==> src/rtl/mux5_rr_arbiter_if.sv <==
// Requester/consumer bundle for the five-way round-robin mux arbiter.
// master = requester/consumer side, slave = arbiter side.
interface mux5_rr_arbiter_if #(
  parameter int W = 8
);
  logic [4:0]     req;
  logic [5*W-1:0] din;
  logic [4:0]     gnt;
  logic [2:0]     sel;
  logic [W-1:0]   dout;
  logic           dout_vld;
  logic           busy;

  modport master (output req, din, input gnt, sel, dout, dout_vld, busy);
  modport slave  (input req, din, output gnt, sel, dout, dout_vld, busy);
endinterface

==> src/rtl/mux5_rr_arbiter.sv <==
// Round-robin arbiter/sequencer for a shared 5:1 select datapath with registered data output.
// Optional macro MUX5_ARB_BURST_EN: force holder release after MAX_BURST contended grant cycles.
module mux5_rr_arbiter #(
  parameter int W         = 8,
  parameter int MAX_BURST = 4
) (
  input  logic              clk,
  input  logic              rst_n,
  mux5_rr_arbiter_if.slave  bus
);

  localparam logic [0:0] ST_IDLE  = 1'b0;
  localparam logic [0:0] ST_GRANT = 1'b1;

  if (MAX_BURST < 1 || MAX_BURST > 15) begin : g_max_burst_range
    $error("MAX_BURST must be within 1..15");
  end

  function automatic logic [2:0] wrap_inc(input logic [2:0] k);
    return (k == 3'd4) ? 3'd0 : k + 3'd1;
  endfunction

  // Datapath select encoding: s[2] picks input 4, s[1:0] pick inputs 0-3.
  function automatic logic [2:0] sel_enc(input logic [2:0] k);
    return (k == 3'd4) ? 3'b100 : {1'b0, k[1:0]};
  endfunction

  // Returns {hit, index} of the first request found searching from start upward mod 5.
  function automatic logic [3:0] rr_pick(input logic [4:0] r, input logic [2:0] start);
    logic [2:0] k;
    logic       hit;
    logic [2:0] win;
    k   = start;
    hit = 1'b0;
    win = 3'd0;
    for (int i = 0; i < 5; i++) begin
      if (!hit && r[k]) begin
        hit = 1'b1;
        win = k;
      end
      k = wrap_inc(k);
    end
    return {hit, win};
  endfunction

  logic [0:0]   state_q, state_d;
  logic [4:0]   gnt_q, gnt_d;
  logic [2:0]   sel_q, sel_d;
  logic [2:0]   ptr_q, ptr_d;
  logic [W-1:0] dout_q, dout_d;
  logic         vld_q, vld_d;

  logic [2:0]   hold_idx;
  logic [W-1:0] hold_data;
  logic         hold_req;
  logic         force_rel;
  logic         new_grant;
  logic [3:0]   pick;

  always_comb begin
    hold_idx  = 3'd0;
    hold_data = '0;
    for (int k = 0; k < 5; k++) begin
      if (gnt_q[k]) begin
        hold_idx  = 3'(k);
        hold_data = bus.din[k*W +: W];
      end
    end
  end

  assign hold_req = |(gnt_q & bus.req);

`ifdef MUX5_ARB_BURST_EN
  localparam logic [3:0] BURST_LAST = 4'(MAX_BURST - 1);

  logic [3:0] cnt_q, cnt_d;

  // Only a contended holder is pushed out; an uncontended one just restarts its count.
  assign force_rel = (state_q == ST_GRANT) && (cnt_q == BURST_LAST) && |(bus.req & ~gnt_q);

  always_comb begin
    cnt_d = 4'd0;
    if (state_d == ST_GRANT && !new_grant && cnt_q != BURST_LAST) cnt_d = cnt_q + 4'd1;
  end

  always_ff @(posedge clk or negedge rst_n) begin
    if (!rst_n) cnt_q <= 4'd0;
    else        cnt_q <= cnt_d;
  end
`else
  assign force_rel = 1'b0;
`endif

  always_comb begin
    state_d   = state_q;
    gnt_d     = gnt_q;
    sel_d     = sel_q;
    ptr_d     = ptr_q;
    new_grant = 1'b0;
    pick      = 4'd0;
    case (state_q)
      ST_IDLE: begin
        pick = rr_pick(bus.req, ptr_q);
        if (pick[3]) begin
          gnt_d     = 5'(5'b00001 << pick[2:0]);
          sel_d     = sel_enc(pick[2:0]);
          state_d   = ST_GRANT;
          new_grant = 1'b1;
        end
      end
      ST_GRANT: begin
        // Release hands over on the same edge; the old holder is masked out of the search.
        if (!hold_req || force_rel) begin
          ptr_d = wrap_inc(hold_idx);
          pick  = rr_pick(bus.req & ~gnt_q, wrap_inc(hold_idx));
          if (pick[3]) begin
            gnt_d     = 5'(5'b00001 << pick[2:0]);
            sel_d     = sel_enc(pick[2:0]);
            new_grant = 1'b1;
          end else begin
            gnt_d   = 5'd0;
            sel_d   = 3'b000;
            state_d = ST_IDLE;
          end
        end
      end
      default: begin
        gnt_d   = 5'd0;
        sel_d   = 3'b000;
        state_d = ST_IDLE;
      end
    endcase
  end

  assign vld_d  = hold_req;
  assign dout_d = hold_req ? hold_data : dout_q;

  always_ff @(posedge clk or negedge rst_n) begin
    if (!rst_n) begin
      state_q <= ST_IDLE;
      gnt_q   <= 5'd0;
      sel_q   <= 3'b000;
      ptr_q   <= 3'd0;
      dout_q  <= '0;
      vld_q   <= 1'b0;
    end else begin
      state_q <= state_d;
      gnt_q   <= gnt_d;
      sel_q   <= sel_d;
      ptr_q   <= ptr_d;
      dout_q  <= dout_d;
      vld_q   <= vld_d;
    end
  end

  assign bus.gnt      = gnt_q;
  assign bus.sel      = sel_q;
  assign bus.busy     = |gnt_q;
  assign bus.dout     = dout_q;
  assign bus.dout_vld = vld_q;

endmodule

==> src/flat_wrapper.sv <==
// flat-port wrapper written by rule: the top's interface ports become plain ports
module mux5_rr_arbiter_flat 
#(
  parameter int W         = 8,
  parameter int MAX_BURST = 4
)
  (clk, rst_n, bus_req, bus_din, bus_gnt, bus_sel, bus_dout, bus_dout_vld, bus_busy);
  mux5_rr_arbiter_if #(.W(W)) bus_i ();
  input  logic clk;
  input  logic rst_n;
  input wire logic [$bits(bus_i.req)-1:0] bus_req;
  input wire logic [$bits(bus_i.din)-1:0] bus_din;
  output wire logic [$bits(bus_i.gnt)-1:0] bus_gnt;
  output wire logic [$bits(bus_i.sel)-1:0] bus_sel;
  output wire logic [$bits(bus_i.dout)-1:0] bus_dout;
  output wire logic [$bits(bus_i.dout_vld)-1:0] bus_dout_vld;
  output wire logic [$bits(bus_i.busy)-1:0] bus_busy;
  assign bus_i.req = bus_req;
  assign bus_i.din = bus_din;
  assign bus_gnt = bus_i.gnt;
  assign bus_sel = bus_i.sel;
  assign bus_dout = bus_i.dout;
  assign bus_dout_vld = bus_i.dout_vld;
  assign bus_busy = bus_i.busy;
  mux5_rr_arbiter #(.W(W), .MAX_BURST(MAX_BURST)) u_core (.clk(clk), .rst_n(rst_n), .bus(bus_i));
endmodule
==> config.mk <==
export PLATFORM = sky130hd
export DESIGN_NAME = mux5_rr_arbiter_flat
export DESIGN_NICKNAME = d
export VERILOG_FILES = /design/src/rtl/mux5_rr_arbiter_if.sv /design/src/rtl/mux5_rr_arbiter.sv /design/src/flat_wrapper.sv
export SDC_FILE = /design/constraint.sdc
export NUM_CORES = 1
export LEC_CHECK = 0
export BUFFER_PORTS_ARGS = -buffer_cell sky130_fd_sc_hd__buf_4
export CAP_MARGIN = 5
export CORE_MARGIN = 2
export CORE_UTILIZATION = 35
export CTS_CLUSTER_DIAMETER = 40
export DETAILED_ROUTE_END_ITERATION = 7
export SYNTH_ARGS = -nofsm -noshare
export SYNTH_HDL_FRONTEND = slang
export SYNTH_SLANG_ARGS = --single-unit
==> constraint.sdc <==
create_clock -name clk -period 6.76 [get_ports clk]
set_input_delay 0 -clock clk [delete_from_list [all_inputs] [get_ports clk]]
set_output_delay 0 -clock clk [all_outputs]
set_load 0.1 [all_outputs]
* Yosys cells after proc, flatten, opt, wreduce, memory -nomap -nowiden *
Index checks and enable logic that the tools add are counted.

cells by class
  reduce and logical (&&, ||, !) cells = 20
  $mul = 0
  $add $sub $neg = 9
  muxes and demuxes = 90
  eq/ne operators = 13
  magnitude comparators = 10
  div/mod/pow operators = 0
  shift-type cells = 2
  bitwise gates (word level) = 5

operators by type and width
  kind                                                number
  two-way mux 3 bit                                   30
  < comparator 3 x 4 -> 1 bit, second input constant  10
  two-way mux 8 bit                                   5
  two-way mux 1 bit                                   39
  equality test 3 bit, second input constant          11
  binary-select mux 1 bit (select 3 bit)              10
  adder 3 x 1 -> 3 bit, second input constant         9
  two-way mux 5 bit                                   3
  bitwise AND 5 bit                                   2
  case mux 5 bit (2 select lines)                     1
  OR reduction 5 bit                                  2
  << shifter 1 x 3 -> 5 bit, first input constant     2
  logical AND 1 bit                                   8
  zero test 1 bit                                     8
  case mux 3 bit (2 select lines)                     1
  NOT 5 bit                                           1
  != test 2 bit, second input constant                2
  AND reduction 2 bit                                 2
  NOT 1 bit                                           2
  case mux 1 bit (2 select lines)                     1

storage, ports and cells
  flip-flop bits (word level) = 21
  input port bits = 47
  RAM bits = 0
  word-level logic and storage cells = 155
  output and inout bits = 18
  memories kept = 0
  bits in latches = 0
  ROM bits = 0

* Depth between registers and ports, before layout *
Gate-level depths: netlist of the first run.

  depth in word-level cells = 36
  mapped depth = 19
  depth with buffers taken out = 17

* Worst setup path before layout of the first run *
OpenSTA, ideal clock, no wires.

  path kind = flip-flop to flip-flop
  start = reg, netlist name u_core.bus.sel[2]
  end = reg u_core.gnt_q[3], in the netlist u_core.bus.gnt[3]
  arrival = 5476 ps
  stages on the path, launching flop included = 18
  clock period less this slack = 5566 ps
  setup time = 90 ps
  path buffers = 3
  required time = 6670 ps
  slack = 1194 ps
  cell sequence = dfrtp_1 -> clkbuf_1 -> buf_1 -> clkbuf_1 -> nor2_1 -> ha_1 -> nand2b_1 -> a2bb2oi_1 -> inv_2 -> ha_1 -> or4_1 -> a21oi_1 -> a31oi_2 -> nor4_4 -> o31ai_1 -> a221oi_1 -> or4b_1 -> o221ai_1

RTL lines
  item                  RTL line                RTL
  end signal, assigned  mux5_rr_arbiter.sv:148  gnt_q <= gnt_d;
  end, declared         mux5_rr_arbiter.sv:47   logic [4:0] gnt_q, gnt_d;

* Worst setup path after layout of the first run *
  start = reg u_core.gnt_q[2], in the netlist u_core.bus.gnt[2]
  end = reg u_core.gnt_q[3], in the netlist u_core.bus.gnt[3]

between the ends
  longest elaborated chain between the ends = 34
  elaborated cells on any way between the ends = 68
  those cells by class = add/sub (5); eq/ne (6); shift (1); mux (43); bitwise (3); reduce/logical (10)

RTL lines
  item
  parallel branches: the longest is 34 deep, another holds adder 3 x 1 -> 3 bit

Several ways; the timed one is not identified. The select of a mux whose other input is x is not followed.
A chain may end at the register's enable or synchronous reset.

==> impl_metrics.tcl, run 1 <==
set metrics [dict create \
    status "finished, final reports clean" \
    postRouteAntennaNets 0 \
    cts_tree "yes" \
    crit_type "reg2reg" \
    overflow 0 \
    holdCritPathClass "in2reg" \
    drive_gt1_share_pct 25.8 \
    placed_cell_area_mm2 0.00337 \
    io_buffers 64 \
    grt_usage_pct 20.3 \
    cts_buffers 3 \
    final_common_cell "buf_4" \
    hpwl_mm 6.90 \
    final_area_mm2 0.00342 \
    wl_mm 9.09 \
    tns_ns 0 \
    diodes 0 \
    vias_per_cell 5.99 \
    finClkSkew_ns 0.00486 \
    cts.htree.levels 1 \
    relSlewSlack_pct 13.7 \
    gp_congestion 0.895 \
    placed_cells 524 \
    syn_nets 433 \
    period_needed_ns 5.45 \
    ys_ff_latch 20 \
    antenna_found_initial 0 \
    initial_core_util_pct 36.4 \
    worstSkewPairLatency_ns 0.26 \
    fmax_ghz 0.184 \
    fill_cells 800 \
    final_max_slew_viol_count 0 \
    syn_inst 377 \
    avgRoutedWirePerCell_um 17.2 \
    cp-end-kind "register" \
    first_iter_violations 173 \
    ys.flop_type "dfrtp_1" \
    period_share_pct 80.6 \
    die_x_um 94.1 \
    worst_pin_slew_ns 1.28 \
    yosysSeqAreaShare_pct 17.6 \
    syn_to_final_growth_pct 20.3 \
    clock-sinks 20 \
    grt_max_degree 34 \
    core_mm2 0.00781 \
    synth_warnings 0 \
    die-area_mm2 0.00886 \
    layout_common_cells "buf_4, nor2_1, nand2_1, o21ai_0" \
    worst_hold_slack_ns 0.0315 \
    synth_area_per_cell_um2 7.54 \
    cp.required_ns 6.93 \
    grt_pass1_wl_mm 14.6 \
    grt_pass1_vias 2974 \
    synth_area_leaders "dfrtp_1, nor2_1, o21ai_0, mux2i_1, nand2_1" \
    stdcell_count 528 \
    arrival_ns 5.62 \
    synth_top_area_share_pct 17.6 \
    fin_nets 484 \
    drc 0 \
    async_flop_share_pct 100 \
    drt_pre_antenna_iters 5 \
    rows 32 \
    crit_path_start_kind "register" \
    die_h_um 94.1 \
    crit_fanout 21 \
    clock_path_buffers 2 \
    setup_viol 0 \
    synth-edff-count 0 \
    cap_viol_max_count 0 \
    hold_viol 0 \
    cts-root-buf "clkbuf_8" \
    synth.largest_area_cell "dfrtp_1" \
    clk_pin_slew_worst_paths_ns 0.07 \
    synthesis.area_mm2 0.00284 \
    synth_cell_types 81 \
    ios 65 \
    detailroute.via_count 3164 \
    rsz0062_at_grt "no" \
]
[through the flow]
stage / setup WS [ns] / utilization [%]
final: 1.31 / 43.8
after detailed placement: 1.50 / 43.1
after global placement: 1.68 / 43.1
after CTS: 1.45 / 43.8
after floorplan: 1.19 / -
after global routing: 0.980 / 43.8
[flip-flops by register name, indices dropped and copies added (netlist names)]
register and cells:
u_core.ptr_q 3, u_core.state_q 1, u_core.bus.dout_vld 1, u_core.bus.gnt 4
u_core.bus.dout 8, u_core.bus.sel 3
[logic make-up (layout without fill, tap and decap cells)]
group                    Yosys count  after routing  share of synthesized area, %
AND/OR/NAND/NOR                  152            152                          29.0
AO/OA/AOI/OAI                    137            137                          36.4
buffers and inverters             41             90                          6.34
flip-flops                        20             20                          17.6
multiplexers                      18             18                          6.73
adder cells (fa/ha/maj)            9              9                          3.96
[worst max-delay path: stages (launching register included)]
cell	delay, ns
dfrtp_1	0.76
nor2b_1	0.13
nor2_1	0.28
nor2_1	0.08
ha_1	0.45
nand2b_1	0.26
a2bb2oi_1	0.38
inv_2	0.16
ha_1	0.26
or2_2	0.30
nor3b_1	0.23
nand3_1	0.14
a31oi_2	0.40
mux2i_1	0.39
nor2_1	0.13
a221oi_1	0.44
or4b_1	0.47
o221ai_1	0.08
[repair_timing]
| item | in CTS | in global routing |
|---|---|---|
| gates resized for setup | 0 | 0 |
| buffers inserted | 0 | 0 |
| hold buffers | 1 | 0 |
| endpoints found under the hold margin | 20 | 0 |
[area by class of cell]
class | instances | area [um2] | area share [%]
timing repair buffer | 69 | 520 | 15.2
multi-input combinational | 316 | 2160 | 63.2
clock buffer | 3 | 41.3 | 1.21
tap | 102 | 128 | 3.73
sequential | 20 | 500 | 14.6
inverter | 18 | 67.6 | 1.98
[layer usage]
metal / vias up / routed length (um) / global-route usage, %
met4: 0 / 185 / 7.13
met3: 15 / 299 / 1.36
met2: 96 / 4320 / 33.2
met5: - / 0 / 0
met1: 1503 / 4290 / 28.0
li1: 1550 / - / -
[worst paths after layout]
check                      cells past startpoint                  to          startpoint  slack (ns)
min in group asynchronous                      2  u_core.bus.dout[2]               rst_n        0.16
max in group asynchronous                      2     u_core.ptr_q[2]               rst_n        6.39
setup / recovery                              17   u_core.bus.gnt[3]   u_core.bus.gnt[2]        1.31
hold reg to reg                                2  u_core.bus.dout[2]  u_core.bus.dout[2]        0.48
hold / removal                                 3  u_core.bus.dout[7]         bus_din[39]        0.03
setup reg to reg                              17   u_core.bus.gnt[3]   u_core.bus.gnt[2]        1.31
[cells in the mapped netlist (8+ instances only)]
master	n
inv_1	17
nand2_1	32
dfrtp_1	20
nor2_1	42
a21oi_1	20
a22oi_1	9
clkbuf_1	12
nand2b_1	8
mux2i_1	12
a221oi_1	9
nor3_1	10
o21ai_0	31
ha_1	9
Power of run 1 is left out: the tool's default activity adds up to more than one toggle a clock period on the data nets, which glitch-free logic cannot reach.
==> run 2: changes to the inputs <==
Clock period 6.76 ns to 4.9 ns, I/O delays scaled along.
==> impl_metrics.tcl, run 2 (same netlist as run 1, synthesis figures left out) <==
set metrics [dict create \
    grt_max_degree 35 \
    wl_mm 9.64 \
    io_buffers 64 \
    core_mm2 0.00781 \
    cp-end-kind "register" \
    final_max_slew_viol_count 0 \
    final_common_cell "buf_4" \
    grt_usage_pct 20.7 \
    cts_setup_buffers 0 \
    detailroute.via_count 3215 \
    reg2reg_from "u_core.bus.gnt[1]" \
    postRouteAntennaNets 0 \
    hold-path-endpoint "u_core.bus.dout[5]" \
    relSlewSlack_pct 50.8 \
    syn_to_final_growth_pct 23.1 \
    cp.required_ns 5.06 \
    fmax_ghz 0.220 \
    period_needed_ns 4.55 \
    crit_path_start_kind "register" \
    diodes 0 \
    worstSkewPairLatency_ns 0.25 \
    drive_gt1_share_pct 28.3 \
    period_share_pct 92.9 \
    drt_pre_antenna_iters 4 \
    die_h_um 94.1 \
    worst-r2r-setup-slack_ns 0.35 \
    tns_ns 0 \
    vias_per_cell 6.03 \
    arrival_ns 4.71 \
    setup_viol 0 \
    drc 0 \
    avgRoutedWirePerCell_um 18.1 \
    finClkSkew_ns 0.00387 \
    crit_type "reg2reg" \
    worst_pin_slew_ns 0.732 \
    clk_pin_slew_worst_paths_ns 0.08 \
    hp-start "bus_din[37]" \
    layout_common_cells "buf_4, nor2_1, nand2_1, o21ai_0, a21oi_1" \
    timing.rr.end "u_core.bus.gnt[3]" \
    initial_core_util_pct 36.4 \
    rsz0062_at_grt "no" \
    cts.htree.levels 1 \
    hold_viol 0 \
    first_iter_violations 242 \
    grt_pass1_wl_mm 14.9 \
    crit_fanout 14 \
    hpwl_mm 7.32 \
    holdCritPathClass "in2reg" \
    ff2ff_path_depth 16 \
    grt_pass1_vias 2880 \
    cts_buffers 3 \
    whs_path_depth 3 \
    clock-sinks 20 \
    clock_path_buffers 2 \
    gp_congestion 0.858 \
    cts-root-buf "clkbuf_8" \
    cts_tree "yes" \
    largest_reg_flops 8 \
    die_x_um 94.1 \
    die-area_mm2 0.00886 \
    fin_nets 488 \
    cap_viol_max_count 0 \
    overflow 0 \
    ios 65 \
    rows 32 \
    status "finished, final reports clean" \
    antenna_found_initial 0 \
]
-- run 2: cell types whose count changed in the layout (fill, tap and decap cells not counted) --
cell	before	now
dfrtp_4	0	2
dfrtp_2	0	2
mux2i_1	12	11
clkbuf_8	3	4
a221oi_2	0	1
a2bb2oi_2	0	1
mux2i_2	0	1
a2bb2oi_1	2	1
a31oi_2	1	0
dfrtp_1	20	16
a221oi_1	9	8
a31oi_4	0	1
buf_4	68	72
-- run 2: how the worst max path moves through the flow --
stage               slack [ns]              start                 to
finish                    0.35  u_core.bus.gnt[1]  u_core.bus.gnt[3]
global route              0.04  u_core.bus.gnt[1]  u_core.bus.gnt[3]
CTS                       0.30  u_core.bus.gnt[1]  u_core.bus.gnt[3]
detailed placement        0.33  u_core.bus.gnt[1]  u_core.bus.gnt[3]
global placement          0.43  u_core.bus.gnt[2]  u_core.bus.gnt[3]
floorplan                  0.1  u_core.bus.sel[2]  u_core.bus.gnt[3]
-- run 2: per-stage QoR --
step	utilization [%]	cell area, um2	worst slack (ns)	cells	hold WS, ns
2_1_floorplan	-	2860	0.0955	377	-0.296
3_3_place_gp	43.7	3410	0.428	528	-0.107
3_5_place_dp	43.7	3410	0.327	528	-0.105
4_1_cts	44.6	3480	0.297	533	0.0329
5_1_grt	44.8	3500	0.0374	533	0.0527
6_report	44.8	3500	0.347	533	0.0330
-- run 2: cell type report --
cell class                      instances  area (um2)
Fill cell                             799        4310
Multi-Input combinational cell        316        2190
Timing Repair Buffer                   73         551
Sequential cell                        20         510
Tap cell                              102         128
Inverter                               18        67.6
Clock buffer                            4        55.1
-- run 2: timing repair --
action,CTS,global route
setup endpoints to repair,0,1
hold buffers,1,0
resized for setup,0,3
endpoints found under the hold margin,20,0
-- run 2: critical path, cell delays in order (launching register included) --
cell and delay [ns]:
dfrtp_2 0.50, nor2b_1 0.17, nor2_1 0.13, nor2_1 0.06
ha_1 0.29, nand2b_1 0.24, a2bb2oi_2 0.24, inv_2 0.12
ha_1 0.36, or4_1 0.58, a21oi_1 0.25, a31oi_4 0.10
nor4_4 0.36, o31ai_1 0.18, a221oi_2 0.32, or4b_1 0.46
o221ai_1 0.08
-- run 2: metal layers --
layer	GRT usage [%]	up-vias	share of wire [%]
met4	6.40	0	2.1
met1	29.1	1552	45
met5	0	-	0
met2	33.9	102	49
met3	1.28	14	3.8
li1	-	1547	-
Power of run 2 is left out for the same reason.
